--- config.mk ---
export PLATFORM = sky130hd
export DESIGN_NAME = reg_file_dp
export DESIGN_NICKNAME = d
export VERILOG_FILES = /design/src/rtl/sys_cfg_pkg.sv /design/src/rtl/reg_file_dp.sv
export SDC_FILE = /design/constraint.sdc
export NUM_CORES = 1
export LEC_CHECK = 0
export BUFFER_PORTS_ARGS = -buffer_cell sky130_fd_sc_hd__buf_4
export CORE_ASPECT_RATIO = 0.75
export CORE_MARGIN = 3
export CORE_UTILIZATION = 55
export CTS_CLUSTER_DIAMETER = 200
export DETAILED_ROUTE_END_ITERATION = 8
export PLACE_DENSITY = 0.84
export SYNTH_ARGS = -nofsm -noshare
export SYNTH_HDL_FRONTEND = slang
export SYNTH_SLANG_ARGS = --single-unit
--- constraint.sdc ---
create_clock -name CLK -period 4.7 [get_ports CLK]
set_input_delay 0.705 -clock CLK [delete_from_list [all_inputs] [get_ports CLK]]
set_output_delay 0.705 -clock CLK [all_outputs]
set_load 0.01 [all_outputs]
--- src/rtl/sys_cfg_pkg.sv ---
`default_nettype none
// ============================================================================
// Module      : sys_cfg_pkg
// Description : Shared definitions for the UART/ALU configuration register
//               file. It holds the address-width helper, the named register
//               addresses and the default reset-value image.
// Revision    : 1.0 - initial release
// ============================================================================
package sys_cfg_pkg;

    // Named addresses of the exported configuration registers
    localparam int c_addr_reg0 = 0;
    localparam int c_addr_reg1 = 1;
    localparam int c_addr_reg2 = 2;
    localparam int c_addr_reg3 = 3;

    // Default reset contents of the two non-zero registers
    localparam logic [7:0] c_rst_val_reg2 = 8'h81;
    localparam logic [7:0] c_rst_val_reg3 = 8'h20;

    // Upper bound on the reset image produced by default_rst_vals()
    localparam int c_rst_img_bits = 4096;

    // Address width: clog2(depth), but never narrower than one bit
    function automatic int addr_width(input int depth);
        int w;
        w = $clog2(depth);
        return (w < 1) ? 1 : w;
    endfunction

    // Builds the default flat reset image: 0x81 at reg2, 0x20 at reg3, and
    // zero everywhere else. The caller truncates it to DEPTH*WIDTH bits.
    // Registers narrower than 8 bits take the low bits of each value.
    function automatic logic [c_rst_img_bits-1:0] default_rst_vals(
        input int width,
        input int depth
    );
        logic [c_rst_img_bits-1:0] v;
        v = '0;
        for (int b = 0; b < width; b++) begin
            if (b < 8) begin
                if (depth > c_addr_reg2 && (c_addr_reg2 * width + b) < c_rst_img_bits)
                    v[c_addr_reg2 * width + b] = c_rst_val_reg2[b];
                if (depth > c_addr_reg3 && (c_addr_reg3 * width + b) < c_rst_img_bits)
                    v[c_addr_reg3 * width + b] = c_rst_val_reg3[b];
            end
        end
        return v;
    endfunction

endpackage
`default_nettype wire

--- src/rtl/reg_file_dp.sv ---
`default_nettype none
// ============================================================================
// Module      : reg_file_dp
// Description : Dual-port configuration register file. It has one write port
//               and one read port, both usable in the same cycle, with
//               read-after-write bypass, per-register reset values, a
//               per-register write lock and address-range error reporting.
//               Registers 0..NUM_CFG-1 are exported on CFG_REGS.
// Ports       : CLK, RST           - clock, synchronous active-high reset
//               WrEn/WrAddr/WrData - write request
//               RdEn/RdAddr        - read request
//               RdData, RdData_VLD - registered read data and valid pulse
//               wr_done            - pulse one cycle after an accepted write
//               addr_err           - pulse one cycle after any rejected request
//               CFG_REGS           - registers 0..NUM_CFG-1, reg0 in the LSBs
// Revision    : 1.0 - initial release
// ============================================================================
module reg_file_dp
    import sys_cfg_pkg::*;
#(
    parameter int                     WIDTH     = 8,
    parameter int                     DEPTH     = 16,
    parameter int                     NUM_CFG   = 4,
    parameter logic [DEPTH*WIDTH-1:0] RST_VALS  = (DEPTH*WIDTH)'(default_rst_vals(WIDTH, DEPTH)),
    parameter logic [DEPTH-1:0]       LOCK_MASK = '0,
    localparam int                    ADDR_W    = addr_width(DEPTH)
) (
    input  logic                       CLK,
    input  logic                       RST,
    input  logic                       WrEn,
    input  logic [ADDR_W-1:0]          WrAddr,
    input  logic [WIDTH-1:0]           WrData,
    input  logic                       RdEn,
    input  logic [ADDR_W-1:0]          RdAddr,
    output logic [WIDTH-1:0]           RdData,
    output logic                       RdData_VLD,
    output logic                       wr_done,
    output logic                       addr_err,
    output logic [NUM_CFG*WIDTH-1:0]   CFG_REGS
);

    // Full address space of the address bus; DEPTH need not fill it
    localparam int               c_span  = 1 << ADDR_W;
    // DEPTH held one bit wider than the address so the range compare is exact
    localparam logic [ADDR_W:0]  c_depth = (ADDR_W + 1)'(DEPTH);
    // Lock mask widened to the whole address space; absent registers read 0
    localparam logic [c_span-1:0] c_lock_ext = c_span'(LOCK_MASK);

    logic [WIDTH-1:0] r_mem [DEPTH];
    logic [WIDTH-1:0] r_rd_data;
    logic             r_rd_vld;
    logic             r_wr_done;
    logic             r_addr_err;

    logic w_wr_in_range;
    logic w_rd_in_range;
    logic w_wr_locked;
    logic w_wr_accept;
    logic w_wr_reject;
    logic w_rd_reject;
    logic w_bypass;

    assign w_wr_in_range = ({1'b0, WrAddr} < c_depth);
    assign w_rd_in_range = ({1'b0, RdAddr} < c_depth);
    assign w_wr_locked   = c_lock_ext[WrAddr];
    assign w_wr_accept   = WrEn && w_wr_in_range && !w_wr_locked;
    assign w_wr_reject   = WrEn && !w_wr_accept;
    assign w_rd_reject   = RdEn && !w_rd_in_range;
    // A read of the register being written this cycle returns the new data
    assign w_bypass      = w_wr_accept && (WrAddr == RdAddr);

    // Storage
    always_ff @(posedge CLK) begin
        for (int i = 0; i < DEPTH; i++) begin
            if (RST) begin
                r_mem[i] <= RST_VALS[i*WIDTH +: WIDTH];
            end else if (w_wr_accept && (WrAddr == ADDR_W'(i))) begin
                r_mem[i] <= WrData;
            end
        end
    end

    // Read port and status pulses
    always_ff @(posedge CLK) begin
        if (RST) begin
            r_rd_data  <= '0;
            r_rd_vld   <= 1'b0;
            r_wr_done  <= 1'b0;
            r_addr_err <= 1'b0;
        end else begin
            r_rd_vld   <= RdEn;
            r_wr_done  <= w_wr_accept;
            r_addr_err <= w_wr_reject || w_rd_reject;
            if (RdEn) begin
                if (!w_rd_in_range) begin
                    r_rd_data <= '0;
                end else if (w_bypass) begin
                    r_rd_data <= WrData;
                end else begin
                    r_rd_data <= r_mem[RdAddr];
                end
            end
        end
    end

    assign RdData     = r_rd_data;
    assign RdData_VLD = r_rd_vld;
    assign wr_done    = r_wr_done;
    assign addr_err   = r_addr_err;

    // Configuration export comes straight from storage, so no bypass applies
    generate
        for (genvar k = 0; k < NUM_CFG; k++) begin : g_cfg
            assign CFG_REGS[k*WIDTH +: WIDTH] = r_mem[k];
        end
    endgenerate

endmodule
`default_nettype wire
## Word-level counts from Yosys, hierarchy flattened

Memory sizes are Yosys's and may differ from the RTL's.
Cells that the tools add are included.
W data, S select, Z words.

| storage, ports and cells | value |
|---|---|
| bits in registers | 11 |
| bits in writable memories | 128 |
| memory bits (read-only) | 16 |
| input port bits | 20 |
| logic and storage cells | 129 |
| memories | 2 |

Memories:

| memory | words | width | read ports | clocked after Yosys merged registers in | wr ports | RTL line | source |
|---|---|---|---|---|---|---|---|
| r_mem | 16 | 8 | 5 | 0 | 16 | reg_file_dp.sv:49 | `logic [WIDTH-1:0] r_mem [DEPTH];` |
| (name not given) | 16 | 1 | 1 | 0 | 0 | reg_file_dp.sv:65 | `assign w_wr_locked = c_lock_ext[WrAddr];` |

| operators by class | value |
|---|---|
| magnitude comparators | 1 |
| eq/ne operators | 16 |
| muxes and demuxes | 68 |
| bitwise logic cells | 16 |
| reductions and logical operators | 22 |

Operators by type and width:

| cell | number |
|---|---|
| $mux W8 | 17 |
| $mux W1 | 51 |
| $eq A4 B4 Y1 const B | 8 |
| $logic_and A1 B1 Y1 | 19 |
| $eq A4 B3 Y1 const B | 4 |
| $or A1 B1 Y1 | 16 |
| $eq A4 B2 Y1 const B | 2 |
| $lt A4 B5 Y1 const B | 1 |
| $eq A4 B1 Y1 const B | 1 |
| $eq A4 B4 Y1 | 1 |
| $logic_not A4 Y1 | 1 |
| $logic_not A1 Y1 | 2 |

## Logic depth before layout (Yosys ltp)

| depth | value |
|---|---|
| depth after elaboration | 9 |
| mapped depth | 7 |
| depth with buffers taken out | 4 |

## Worst setup path before layout

Ideal clock, no wire load.

| timing path | value |
|---|---|
| path kind | input port to flip-flop |
| from | input port WrAddr[1] |
| to | memory r_mem[14][0] (enable) |
| library setup time | 375 ps |
| arrival time | 1735 ps |
| data required time | 4325 ps |
| setup slack | 2590 ps |
| stages on the path | 4 |
| buffers on the path | 1 |
| path through | buf_2 > nor2b_1 > nand2_1 > o21bai_1 |

RTL lines:

| what | RTL line | source |
|---|---|---|
| start, declared | reg_file_dp.sv:31 | `input logic [ADDR_W-1:0] WrAddr,` |
| end, declared | reg_file_dp.sv:49 |  |

==> run_results.csv <==
group,metric,value,unit
global_route,gr-total-overflow,0,
detailed_routing,ant_nets,0,
global_route,grt_first_pass_wirelength,24.5,mm
critical_path,critPathMaxFanout,8,
clock_tree,clkLatencyLatePin,0.42,ns
place,dp.final_hpwl,10.6,mm
critical_path,critPathSlowestCell,"o21bai_1",
logic_synthesis,syn_avg_cell_area,14.1,sq um
detailed_routing,drc,0,
clock_tree,cts.path.max_buffers,2,
sta,grt_setup_unrepaired,"no",
critical_path,required,4.74,ns
critical_path,slowest_delay,0.80,ns
die,die_area,0.0135,sq mm
clock_tree,h-tree-depth,4,
sta,tightest_slew,0.961,ns
die,chipWidth,133,microns
global_route,grt_pass1_vias,4264,
logic_synthesis,ys_warn_count,0,
finish,syn_to_final_growth,14.9,%
detailed_routing,first_iter_violations,492,
detailed_routing,wl,15.9,mm
power_and_ir_drop,peakVddDrop,0.000309,V
global_route,track_usage,24.8,%
sta,min_period_over_period,44.0,%
job,drv_cap,0,
clock_tree,cts_setup_buffers,0,
worst_hold_path,hold_class,"reg2reg",
power_and_ir_drop,leakage,2.83,nW
critical_path,critPathCaptureType,"flop",
critical_path,rr_startpoint,"r_mem[0][3]",
global_route,busiest_layer,"met2",
sta,period_minus_slack,2.07,ns
logic_synthesis,syn-num-nets,491,
sta,final.setup_skew,0.00881,ns
global_route,met3_usage,8.44,%
critical_path,path_cells,"buf_4 > nor2b_1 > nand2_1 > o21bai_1",
place,gp_congestion,0.890,
detailed_routing,via_per_inst,6.01,
global_route,antenna_found_initial,0,
sta,final_hold_viol_count,0,
worst_hold_path,holdPathStages,4,
logic_synthesis,synth_edf_count,128,
clock_tree,clk_pin_slew,0.06,ns
sta,fmax,484,MHz
critical_path,crit_type,"in2reg",
critical_path,rr_worst_depth,4,
logic_synthesis,ys_seq_elements,138,
logic_synthesis,yosysUniqueCellTypes,43,
critical_path,regToRegSetupSlack,3.20,ns
clock_tree,cts_buffers,17,
sta,drv_slew,0,
die,pin_count,63,
sta,max_slew_margin,35.8,%
worst_hold_path,hold_end,"RdData[4]",
worst_hold_path,hold_path.startpoint,"RdData[4]",
critical_path,start_kind,"input port",
critical_path,r2r-end,"RdData[3]",
sta,setup_viol,0,
place,portBuffers,61,
die,row_count,34,
finish,fin_nets,543,
critical_path,cp.arrival,2.11,ns
global_route,grtUsageMet2,36.7,%
logic_synthesis,syn_inst,471,
logic_synthesis,ys_async_sr_fraction,0,%
power_and_ir_drop,powerDensity,394,mW/mm^2
die,core-area,0.0117,sq mm
clock_tree,cts.sinks,138,
finish,antenna_cells,0,
clock_tree,cts_root_buf,"clkbuf_16",
global_route,grt_max_degree,42,
sta,setup_tns,0,ns
clock_tree,cts_tree,"done",
finish,drive_above_1_share,23.1,%
logic_synthesis,seq_area_frac_synth,60.7,%
logic_synthesis,synth_top_flop_cell,"edfxtp_1",
detailed_routing,routedWlPerCell,22.8,microns
clock_tree,hold_buffers,0,
finish,final_core_util,65.4,%
detailed_routing,dr_total_vias,4196,
die,initial_utilization,56.9,%
detailed_routing,drtPass1Iterations,5,
logic_synthesis,syn_area,0.00666,sq mm
global_route,met1_usage,34.1,%
clock_tree,cts_resized,0,
die,dieHeight,101,microns
status,status,"finished, final reports clean",
metal layers:
layer | vias up | routed length, microns
met1 | 2040 | 6630
met2 | 271 | 7010
met4 | 0 | 473
li1 | 1840 | -
met5 | - | 0
met3 | 45 | 1820
sequential cells by signal (all words and copies together), names as in the netlist:
| signal | cells |
|---|---|
| RdData | 8 |
| RdData_VLD | 1 |
| r_mem | 128 |
| wr_done | 1 |
cell type report:
class / instances / area (sq um)
Multi-Input combinational cell: 303 / 2380
Sequential cell: 138 / 4040
Tap cell: 162 / 203
Timing Repair Buffer: 61 / 458
Clock buffer: 19 / 433
Inverter: 2 / 7.51
Clock inverter: 13 / 126
Fill cell: 829 / 4040
report_power, final:
part	internal (W)	switching (W)	leakage [nW]
clock network	0.000774	0.000504	0.268
logic	0.000119	0.000167	1.25
registers	0.00142	0.0000314	1.31
total	0.00231	0.000702	2.83
metrics by stage:
stage                     hold slack [ns]  total power, W  setup slack [ns]  area (sq um)  cells
after CTS                           0.573         0.00301              2.68          7650    698
after floorplan                     0.571         0.00164              2.59          6660    471
final                               0.573         0.00301              2.63          7650    698
after global routing                0.611         0.00310              2.61          7650    698
after global placement              0.557         0.00174              2.36          7100    666
after detailed placement            0.564         0.00175              2.28          7100    666
layout by cell type (no fill, tap or decap), drive strengths merged:
cell type	synthesis	routed
nand3	7	7
inv	0	2
clkinvlp	0	2
and3	2	2
o41ai	8	8
buf	13	61
nor3	1	1
nor2b	4	4
and2	126	126
a21o	8	8
or3	1	1
nand2	25	25
clkbuf	15	19
clkinv	2	9
mux2i	16	16
mux4	24	24
o21ai	3	3
mux2	3	3
o21bai	12	12
a2bb2oi	5	5
xnor2	4	4
conb	1	1
nand2b	4	4
a31oi	8	8
or2	3	3
a221oi	3	3
bufinv	0	2
o21a	1	1
a31o	1	1
dfxtp	10	10
nor2	33	33
edfxtp	128	128
kinds of logic (layout without fill, tap and decap cells):
| group | Yosys count | after routing | synth area share [%] |
|---|---|---|---|
| AND/OR/NAND/NOR | 206 | 206 | 17.8 |
| XOR/XNOR | 4 | 4 | 0.921 |
| multiplexers | 43 | 43 | 11.4 |
| buffers and inverters | 30 | 95 | 3.49 |
| flip-flops | 138 | 138 | 60.7 |
| AO/OA/AOI/OAI | 49 | 49 | 5.58 |
| other | 1 | 1 | 0.0563 |
how the worst max path moves through the flow:
stage / startpoint / to / slack, ns / cells after the start
floorplan: WrAddr[1] / r_mem[14][0] / 2.59 / 4
global placement: WrAddr[1] / r_mem[14][1] / 2.36 / 4
detailed placement: WrAddr[1] / r_mem[14][4] / 2.28 / 4
CTS: WrAddr[1] / r_mem[14][3] / 2.68 / 4
global route: WrAddr[1] / r_mem[14][3] / 2.61 / 4
finish: WrAddr[1] / r_mem[14][3] / 2.63 / 4
cell usage after synthesis, types with 2 or more instances:
cell type / n / area share, %
a221oi_1: 3 / 0.39
nand2b_1: 4 / 0.38
nor2b_1: 3 / 0.28
o21bai_1: 12 / 1.4
nand3_1: 6 / 0.45
buf_6: 5 / 0.85
o21ai_1: 3 / 0.23
mux4_2: 17 / 5.7
buf_2: 3 / 0.23
mux4_1: 7 / 2.8
clkbuf_4: 2 / 0.23
clkinv_1: 2 / 0.11
nand2_1: 25 / 1.4
and3_1: 2 / 0.19
dfxtp_1: 10 / 3.0
edfxtp_1: 128 / 58
mux2i_1: 16 / 2.4
clkbuf_1: 11 / 0.62
xnor2_1: 2 / 0.26
and2_1: 126 / 12
nor2_1: 24 / 1.4
clkbuf_8: 2 / 0.41
o41ai_1: 8 / 1.1
buf_12: 2 / 0.60
a21o_1: 8 / 0.90
mux2_2: 3 / 0.51
buf_4: 2 / 0.23
or2_2: 2 / 0.19
nor2_2: 8 / 0.75
a31oi_1: 8 / 0.75
a2bb2oi_1: 5 / 0.66
worst max-delay path: cells and delay by family:
family,cells,cell delay [ns]
AND/OR/NAND/NOR,2,0.44
AO/OA/AOI/OAI,1,0.80
buffers and inverters,1,0.16
Power figures use the tool's default switching activity.
